`config.mk`:
```
export PLATFORM = sky130hd
export DESIGN_NAME = aes_block_collector_flat
export DESIGN_NICKNAME = d
export VERILOG_FILES = /design/src/rtl/aes_pkg.sv /design/src/rtl/aes_block_collector_if.sv /design/src/rtl/aes_block_fifo.sv /design/src/rtl/aes_block_collector.sv /design/src/flat_wrapper.sv
export SDC_FILE = /design/constraint.sdc
export NUM_CORES = 1
export LEC_CHECK = 0
export ABC_AREA = 1
export CAP_MARGIN = 25
export CORE_AREA = 2 2 170 172
export DETAILED_ROUTE_END_ITERATION = 8
export DIE_AREA = 0 0 172 174
export GPL_TIMING_DRIVEN = 0
export PLACE_DENSITY = 0.85
export SLEW_MARGIN = 20
export SYNTH_ARGS = -nofsm -noshare
export SYNTH_HDL_FRONTEND = slang
export SYNTH_SLANG_ARGS = --single-unit
```
`constraint.sdc`:
```
create_clock -name clk -period 5.2 [get_ports clk]
set_input_delay 1.04 -clock clk [delete_from_list [all_inputs] [get_ports clk]]
set_output_delay 1.04 -clock clk [all_outputs]
set_load 0.1 [all_outputs]
```
`src/rtl/aes_pkg.sv`:
```
// Shared AES block-level types used by the core, the byte feeder and the block collector.
package aes_pkg;
  localparam int AES_BLOCK_BITS  = 128;
  localparam int AES_BLOCK_BYTES = 16;

  typedef logic [AES_BLOCK_BITS-1:0] aes_block_t;

  // Collector phase: idle between blocks, assembling while a block is partially received.
  typedef enum logic {
    ST_IDLE       = 1'b0,
    ST_ASSEMBLING = 1'b1
  } col_state_t;
endpackage

```
`src/rtl/aes_block_collector_if.sv`:
```
// Byte stream in from the AES core and block stream out to the consumer.
interface aes_block_collector_if;
  import aes_pkg::*;

  // byte_valid qualifies byte_in every cycle it is high (no back-pressure on the byte side);
  // a block transfers on every rising edge where blk_valid & blk_ready, and blk_valid/blk_data
  // hold steady until that happens.
  logic [7:0] byte_in;
  logic       byte_valid;
  aes_block_t blk_data;
  logic       blk_valid;
  logic       blk_ready;

  modport master (
    output byte_in, byte_valid, blk_ready,
    input  blk_data, blk_valid
  );

  modport slave (
    input  byte_in, byte_valid, blk_ready,
    output blk_data, blk_valid
  );
endinterface

```
`src/rtl/aes_block_fifo.sv`:
```
// First-word-fall-through block FIFO; a push into a full FIFO is accepted only alongside a pop.
module aes_block_fifo
  import aes_pkg::*;
#(
  parameter int DEPTH = 2
) (
  input  logic                     clk,
  input  logic                     rst,
  input  logic                     push,
  input  aes_block_t               push_data,
  input  logic                     pop_ready,
  output aes_block_t               head,
  output logic                     valid,
  output logic [$clog2(DEPTH):0]   level,
  output logic                     accepted
);
  localparam int ADDR_W  = $clog2(DEPTH);
  localparam int LEVEL_W = ADDR_W + 1;
  localparam logic [LEVEL_W-1:0] FULL_LEVEL = LEVEL_W'(DEPTH);

  aes_block_t        mem [DEPTH];
  logic [ADDR_W-1:0] wr_ptr;
  logic [ADDR_W-1:0] rd_ptr;
  logic              pop;

  assign valid    = (level != '0);
  assign pop      = valid & pop_ready;
  assign accepted = push & ((level != FULL_LEVEL) | pop);
  assign head     = mem[rd_ptr];

  always_ff @(posedge clk or negedge rst) begin
    if (!rst) begin
      for (int i = 0; i < DEPTH; i++) mem[i] <= '0;
      wr_ptr <= '0;
      rd_ptr <= '0;
      level  <= '0;
    end else begin
      if (accepted) begin
        mem[wr_ptr] <= push_data;
        wr_ptr      <= wr_ptr + 1'b1;
      end
      if (pop) rd_ptr <= rd_ptr + 1'b1;
      case ({accepted, pop})
        2'b10:   level <= level + 1'b1;
        2'b01:   level <= level - 1'b1;
        default: level <= level;
      endcase
    end
  end
endmodule

```
`src/rtl/aes_block_collector.sv`:
```
// Reassembles the AES core's 16-byte ciphertext runs into 128-bit blocks and queues them.
module aes_block_collector
  import aes_pkg::*;
#(
  parameter int DEPTH = 2
) (
  input  logic                   clk,
  input  logic                   rst,
  input  logic                   clear,
  aes_block_collector_if.slave   bus,
  output logic [3:0]             byte_cnt,
  output logic [$clog2(DEPTH):0] level,
  output logic                   overflow,
  output col_state_t             state
);
  col_state_t  state_next;
  logic [119:0] asm_q;
  logic        take_byte;
  logic        asm_we;
  logic        push_req;
  logic        accepted;

  // clear always wins over a byte arriving in the same cycle.
  assign take_byte = bus.byte_valid & ~clear;

  always_ff @(posedge clk or negedge rst) begin
    if (!rst) state <= ST_IDLE;
    else      state <= state_next;
  end

  always_comb begin
    state_next = state;
    case (state)
      ST_IDLE:       if (take_byte) state_next = ST_ASSEMBLING;
      ST_ASSEMBLING: if (clear || push_req) state_next = ST_IDLE;
      default:       state_next = ST_IDLE;
    endcase
  end

  always_comb begin
    asm_we   = 1'b0;
    push_req = 1'b0;
    if (take_byte) begin
      asm_we   = (byte_cnt != 4'd15);
      push_req = (byte_cnt == 4'd15);
    end
  end

  always_ff @(posedge clk or negedge rst) begin
    if (!rst) begin
      asm_q    <= '0;
      byte_cnt <= '0;
      overflow <= 1'b0;
    end else begin
      if (asm_we) asm_q[8*byte_cnt +: 8] <= bus.byte_in;
      // The counter wraps 15 -> 0 whether the finished block was queued or dropped.
      if (clear)               byte_cnt <= '0;
      else if (bus.byte_valid) byte_cnt <= byte_cnt + 4'd1;
      if (clear)                     overflow <= 1'b0;
      else if (push_req & ~accepted) overflow <= 1'b1;
    end
  end

  aes_block_fifo #(.DEPTH(DEPTH)) u_fifo (
    .clk       (clk),
    .rst       (rst),
    .push      (push_req),
    .push_data ({bus.byte_in, asm_q}),
    .pop_ready (bus.blk_ready),
    .head      (bus.blk_data),
    .valid     (bus.blk_valid),
    .level     (level),
    .accepted  (accepted)
  );
endmodule

```
`src/flat_wrapper.sv`:
```
// flat-port wrapper written by rule: the top's interface ports become plain ports
module aes_block_collector_flat import aes_pkg::*;
#(
  parameter int DEPTH = 2
)
  (clk, rst, clear, byte_cnt, level, overflow, state, bus_byte_in, bus_byte_valid, bus_blk_ready, bus_blk_data, bus_blk_valid);
  aes_block_collector_if bus_i ();
  input  logic clk;
  input  logic rst;
  input  logic clear;
  output logic [3:0] byte_cnt;
  output logic [$clog2(DEPTH):0] level;
  output logic overflow;
  output col_state_t state;
  input wire logic [$bits(bus_i.byte_in)-1:0] bus_byte_in;
  input wire logic [$bits(bus_i.byte_valid)-1:0] bus_byte_valid;
  input wire logic [$bits(bus_i.blk_ready)-1:0] bus_blk_ready;
  output wire logic [$bits(bus_i.blk_data)-1:0] bus_blk_data;
  output wire logic [$bits(bus_i.blk_valid)-1:0] bus_blk_valid;
  assign bus_i.byte_in = bus_byte_in;
  assign bus_i.byte_valid = bus_byte_valid;
  assign bus_i.blk_ready = bus_blk_ready;
  assign bus_blk_data = bus_i.blk_data;
  assign bus_blk_valid = bus_i.blk_valid;
  aes_block_collector #(.DEPTH(DEPTH)) u_core (.clk(clk), .rst(rst), .clear(clear), .bus(bus_i), .byte_cnt(byte_cnt), .level(level), .overflow(overflow), .state(state));
endmodule
```
==> flow_metrics.py, run 1 <==
metrics = {
    "critical_path": {
        "path_cells": "inv_1 -> clkbuf_1 -> clkbuf_1 -> nand2_1 -> nand2_1 -> clkdlybuf4s50_1",
        "cpPeakStageDelay_ns": 1.14,
        "worstSetupPathType": "reg2out",
        "cp.required_ns": 4.16,
        "worstPathMaxFanout": 10,
        "critical-path-top-delay-family": "buffers and inverters",
        "kind_of_launch_point_of_the_worst_setup_path": "flop",
        "critical-path-slowest-cell": "clkdlybuf4s50_1",
        "critical_path.endpoint_type": "output pin",
        "worstPathArrival_ns": 3.57,
        "cp_num_buf_inv": 4,
    },
    "global_routing": {
        "grt_max_degree": 106,
        "number_of_global_route_vias_before_repair": 14400,
        "grt_antenna_before_repair": 0,
        "track_usage": 0.328,
        "grt_first_pass_wirelength_mm": 76.5,
        "grt_overflow_total": 0,
    },
    "detailed_routing": {
        "dr_total_vias": 14600,
        "dr.first_iter.drc_count": 1614,
        "drc": 0,
        "wl_mm": 47.8,
        "route.detailed.wl_per_inst_um": 18.4,
        "number_of_antenna_violating_nets_in_the_routed_design": 0,
        "drt_first_pass_iters": 6,
        "post_drt_via_cell_ratio": 5.62,
    },
    "floorplan": {
        "rows": 62,
        "initial_cell_density_of_the_core": 0.606,
        "fp.dieH_um": 174,
        "floorplan.die.width_um": 172,
        "design.portCount": 150,
        "core_area_um2": 28200,
        "dieArea_um2": 29900,
    },
    "cells_and_area": {
        "num_antenna_cells": 0,
        "syn2layout_area_growth_pct": 20.1,
        "finalNetCount": 2202,
        "drive_gt1_frac": 0.123,
    },
    "run": {
        "timing.max_cap.violations": 0,
    },
    "logic_synthesis": {
        "synth_edf_count": 0,
        "postSynth.asyncResetShare": 1.00,
        "yosys_register_bits": 386,
        "seq_area_frac_synth": 0.564,
        "dominantRegCellSynth": "dfrtp_1",
        "synth_top_area_cell": "dfrtp_1",
        "synthDistinctLibCells": 33,
        "ys_top_cells_by_count": "nand2_1, dfrtp_1, o21ai_0",
        "synth.most_common_cell": "nand2_1",
        "synthCells": 1984,
        "avgSynthCellArea_um2": 8.63,
        "synth_fp_nets": 2003,
        "synthDominantCellAreaShare": 0.564,
        "cell_types_with_the_largest_area_share_after_synthesis": "dfrtp_1, nand2_1, o21ai_2",
        "synth_area_um2": 17100,
        "syn_warnings": 0,
    },
    "place": {
        "io_buffers": 149,
        "gp_congestion": 1.06,
        "preCtsSetupSlack_ns": 1.16,
        "sum_of_net_half_perimeters_after_detailed_placement_mm": 32.8,
    },
    "power": {
        "power-per-cell-area_nw_per_um2": 426,
        "leakage_nw": 9.95,
        "power.ir.vdd_worst_mv": 0.305,
        "total_power_w": 0.00875,
    },
    "timing": {
        "relSlewSlack": 0.300,
        "fin_worst_hold_slack_ns": 0.474,
        "timing.final.ws_setup_ns": 0.589,
        "rsz0062_at_grt": "no",
        "max_frequency_mhz": 217,
        "final-max-slew-violation-count": 0,
        "finalHoldViolations": 0,
        "setup_viol_count_final": 0,
        "fin_crit_sh": 0.887,
        "worst_slew_pin_slew_ns": 1.05,
        "finalWorstPathRequiredPeriod_ns": 4.61,
        "timing.clock.skew_ns": 0.00952,
    },
    "cts": {
        "post_cts_buffers": 0,
        "cts.repair.resized": 0,
        "cts_sinks": 386,
        "clk-insertion-delay-late_ns": 0.53,
        "clkTransAtPathRegs_ns": 0.06,
        "inserted_clock_buffers": 40,
        "clk_path_buf_depth": 3,
        "cts_tree": "done",
        "cts-hold-fix-buffers": 0,
        "clockRootBuffer": "clkbuf_16",
        "clock_tree.htree_level_count": 2,
    },
    "worst_hold_path": {
        "min-delay-path-class": "reg2reg",
    },
    "status": {
        "status": "complete, no violations",
    },
}
==> cell type report <==
class / count / area, µm²
flip-flops and latches: 386 / 9660
inverters: 164 / 616
clock buffers: 63 / 1220
clock inverters: 7 / 88.8
plain buffers: 112 / 663
fillers: 2074 / 7670
repair buffers: 157 / 1620
multi-input cells: 1322 / 6220
well taps: 384 / 480
==> tightest hold or removal path: cells and delay by family (launching register included) <==
| family | cells | cell delay (ns) |
|---|---|---|
| DFF | 1 | 0.34 |
| and+or+nand+nor | 2 | 0.11 |
==> layout by cell type (no fill, tap or decap), types with 2 or more instances in the layout <==
cell type	n
nand2_1	838
dfrtp_1	386
o21ai_0	161
inv_1	156
clkdlybuf4s50_1	148
o21ai_2	110
clkbuf_1	60
nand3_1	51
o21ai_1	44
clkbuf_16	41
nand4_1	34
buf_6	28
buf_2	25
nor2_1	24
clkbuf_8	11
buf_1	9
nand2_2	9
nor3_1	9
nor3_2	8
inv_2	7
ha_1	6
nor2_2	5
buf_4	5
nand3_2	4
nor2_4	4
clkinv_2	4
buf_16	3
xnor2_1	2
o22ai_1	2
a21oi_1	2
xor2_1	2
bufinv_16	2
==> cell families (layout without fill, tap and decap cells) <==
logic type	count (synthesis)	after routing	synth area share
buf+inv	276	503	0.0747
xor+xnor	5	5	0.00365
simple gates	990	990	0.235
compound gates	321	321	0.118
fa+ha+maj	6	6	0.00438
flops	386	386	0.564
==> metal layers <==
metal  up-vias  track usage  share of wire  wire (µm)
li1       6650            -              -          -
met1      7141        0.449           0.41      19600
met2       659        0.527           0.48      22900
met3       132       0.0610          0.075       3600
met4         0        0.120          0.038       1810
met5         -            0              0          0
==> final timing paths <==
| kind | start | end | slack (ns) | cells past startpoint |
|---|---|---|---|---|
| worst max-delay path | u_core.u_fifo.rd_ptr | bus_blk_data[113] | 0.59 | 6 |
| max in group asynchronous | rst | u_core.u_fifo.mem[4] | 3.32 | 3 |
| min in group asynchronous | rst | u_core.u_fifo.mem[73] | 0.50 | 1 |
| worst min register to register | u_core.asm_q[85] | u_core.asm_q[85] | 0.47 | 2 |
| worst max register to register | u_core.byte_cnt[0] | u_core.asm_q[47] | 1.83 | 9 |
| worst min-delay path | u_core.asm_q[85] | u_core.asm_q[85] | 0.47 | 2 |
==> where the power goes <==
group / switching (W) / internal [W]
combinational: 0.00215 / 0.000514
sequential: 0.0000747 / 0.00316
clock: 0.00115 / 0.00170
total: 0.00337 / 0.00538
==> registers in the layout (all words and copies together), names as in the netlist <==
register	flops
u_core.asm_q	120
u_core.byte_cnt	4
u_core.overflow	1
u_core.state	1
u_core.u_fifo.level	2
u_core.u_fifo.mem	256
u_core.u_fifo.rd_ptr	1
u_core.u_fifo.wr_ptr	1
==> metrics by stage <==
step	TNS, ns	cells	area [µm²]	utilization
6_report	0	2595	20600	0.728
2_1_floorplan	0	1984	17100	-
3_5_place_dp	0	2525	19300	0.682
3_3_place_gp	-4948.41	2517	19100	0.676
4_1_cts	0	2595	20600	0.728
5_1_grt	0	2595	20600	0.728
(Power assumes the default switching activity.)
==> run 2, diff against run 1 <==
--- a/config.mk
+++ b/config.mk
@@ -7,11 +7,11 @@
 export LEC_CHECK = 0
 export ABC_AREA = 1
 export CAP_MARGIN = 25
-export CORE_AREA = 2 2 170 172
+export CORE_AREA = 2 2 182 184
 export DETAILED_ROUTE_END_ITERATION = 8
-export DIE_AREA = 0 0 172 174
+export DIE_AREA = 0 0 184 186
 export GPL_TIMING_DRIVEN = 0
-export PLACE_DENSITY = 0.85
+export PLACE_DENSITY = 0.75
 export SLEW_MARGIN = 20
 export SYNTH_ARGS = -nofsm -noshare
 export SYNTH_HDL_FRONTEND = slang
==> run 2 against run 1 <==
Net effect: die area up 14%; worst setup slack worse by 0.15 ns; critical path depth unchanged; non-clock buffer count up 3; global-route usage down 4.2 points; via count down 3.0%.
==> flow_metrics.py, run 2 (synthesis results as in run 1) <==
metrics = {
    "timing": {
        "finalWorstPathRequiredPeriod_ns": 4.76,
        "setup_viol_count_final": 0,
        "rsz0062_at_grt": "no",
        "final-max-slew-violation-count": 0,
        "fin_crit_sh": 0.916,
        "timing.clock.skew_ns": 0.0117,
        "max_frequency_mhz": 210,
        "fin_worst_hold_slack_ns": 0.472,
        "timing.final.ws_setup_ns": 0.437,
        "worst_slew_pin_slew_ns": 1.17,
        "finalHoldViolations": 0,
        "relSlewSlack": 0.222,
        "final.setup.tns_ns": 0,
    },
    "cts": {
        "clk-insertion-delay-late_ns": 0.52,
        "cts.repair.resized": 0,
        "clk_path_buf_depth": 3,
        "clockRootBuffer": "clkbuf_16",
        "inserted_clock_buffers": 41,
        "clkTransAtPathRegs_ns": 0.06,
        "post_cts_buffers": 0,
        "cts_sinks": 386,
        "clock_tree.htree_level_count": 2,
        "cts-hold-fix-buffers": 0,
        "cts_tree": "done",
    },
    "status": {
        "status": "complete, no violations",
    },
    "global_routing": {
        "grt_max_degree": 102,
        "grt_overflow_total": 0,
        "grt_antenna_before_repair": 0,
        "track_usage": 0.286,
        "number_of_global_route_vias_before_repair": 14000,
        "grt_first_pass_wirelength_mm": 75.7,
    },
    "run": {
        "timing.max_cap.violations": 0,
    },
    "detailed_routing": {
        "post_drt_via_cell_ratio": 5.39,
        "route.detailed.wl_per_inst_um": 18.1,
        "dr_total_vias": 14100,
        "dr.first_iter.drc_count": 1138,
        "wl_mm": 47.4,
        "drt_first_pass_iters": 6,
        "number_of_antenna_violating_nets_in_the_routed_design": 0,
        "drc": 0,
    },
    "critical_path": {
        "worst_r2r_path_depth": 10,
        "r2r_end": "u_core.asm_q[47]",
        "reg2reg_setup_slack_ns": 2.08,
        "cp.required_ns": 4.16,
        "endpoint": "bus_blk_data[115]",
        "launching_element_of_the_worst_setup_path": "u_core.u_fifo.rd_ptr",
        "worstPathArrival_ns": 3.72,
        "critical_path.endpoint_type": "output pin",
        "worstPathMaxFanout": 10,
        "crit-reg2reg-launch": "u_core.byte_cnt[0]",
        "worstSetupPathType": "reg2out",
        "kind_of_launch_point_of_the_worst_setup_path": "flop",
    },
    "cells_and_area": {
        "finalNetCount": 2206,
        "flip_flop_count_of_the_largest_register_after_layout": 256,
        "final_cell_mix": "nand2_1, dfrtp_1, o21ai_0",
        "filler_cell_count": 2710,
        "syn2layout_area_growth_pct": 20.0,
        "mostFrequentLayoutCell": "nand2_1",
        "seq_area_um2": 9660,
        "num_antenna_cells": 0,
        "top_register": "u_core.u_fifo.mem",
        "layout_top_registers": "u_core.u_fifo.mem x256, u_core.asm_q x120, u_core.byte_cnt x4",
        "multiInputGateArea_um2": 6220,
        "drive_gt1_frac": 0.124,
        "layout.core_utilization": 0.638,
    },
    "place": {
        "sum_of_net_half_perimeters_after_detailed_placement_mm": 33.3,
        "preCtsSetupSlack_ns": 1.11,
        "io_buffers": 149,
        "gp_congestion": 0.969,
    },
    "floorplan": {
        "floorplan.die.width_um": 184,
        "initial_cell_density_of_the_core": 0.532,
        "core_area_um2": 32200,
        "design.portCount": 150,
        "fp.dieH_um": 186,
        "rows": 66,
        "dieArea_um2": 34200,
    },
    "worst_hold_path": {
        "min-delay-path-class": "reg2reg",
    },
    "power": {
        "power-per-cell-area_nw_per_um2": 419,
        "power.ir.vdd_worst_mv": 0.244,
        "total_power_w": 0.00862,
        "leakage_nw": 9.94,
    },
}
-- run 2: changes by cell type in the layout (fill, tap and decap cells not counted), sizes merged --
cell	change
buf	+3
bufinv	-2
clkbuf	+1
clkinv	+4
inv	-1
-- run 2: routing by layer --
| metal | share of wire | vias to the layer above | track usage |
|---|---|---|---|
| li1 | - | 6661 | - |
| met1 | 0.43 | 6890 | 0.393 |
| met2 | 0.46 | 473 | 0.448 |
| met3 | 0.067 | 114 | 0.0518 |
| met4 | 0.045 | 0 | 0.123 |
| met5 | 0 | - | 0 |
-- run 2: final cells by class --
cell class,count,share of cell area
flip-flops and latches,386,0.470
repair buffers,160,0.0801
well taps,408,0.0248
inverters,164,0.0300
plain buffers,112,0.0323
clock buffers,64,0.0580
clock inverters,8,0.00195
multi-input cells,1322,0.303
-- run 2: through the flow --
step | instance area (µm²) | instances
6_report | 20500 | 2624
5_1_grt | 20500 | 2624
4_1_cts | 20500 | 2624
3_5_place_dp | 19300 | 2552
3_3_place_gp | 19100 | 2541
2_1_floorplan | 17100 | 1984
-- run 2: report_power, final --
part / internal, W / leakage [nW] / switching [W]
clock: 0.00157 / 0.612 / 0.00115
sequential: 0.00316 / 5.14 / 0.0000703
combinational: 0.000516 / 4.18 / 0.00215
-- run 2: how the worst min path moves through the flow --
stage	cells after the start	slack [ns]	start	end
after floorplan	2	0.44	u_core.asm_q[100]	u_core.asm_q[100]
after global placement	2	0.46	u_core.asm_q[47]	u_core.asm_q[47]
after detailed placement	2	0.46	u_core.asm_q[23]	u_core.asm_q[23]
after CTS	2	0.47	u_core.asm_q[35]	u_core.asm_q[35]
after global routing	2	0.49	u_core.asm_q[96]	u_core.asm_q[96]
final	2	0.47	u_core.asm_q[39]	u_core.asm_q[39]
-- run 2: critical path, cell delays in order (launching register included) --
cell,delay [ns]
dfrtp_1,0.40
inv_1,0.09
clkbuf_1,0.87
clkbuf_1,0.48
nand2_1,0.11
nand2_1,0.12
clkdlybuf4s50_1,1.14
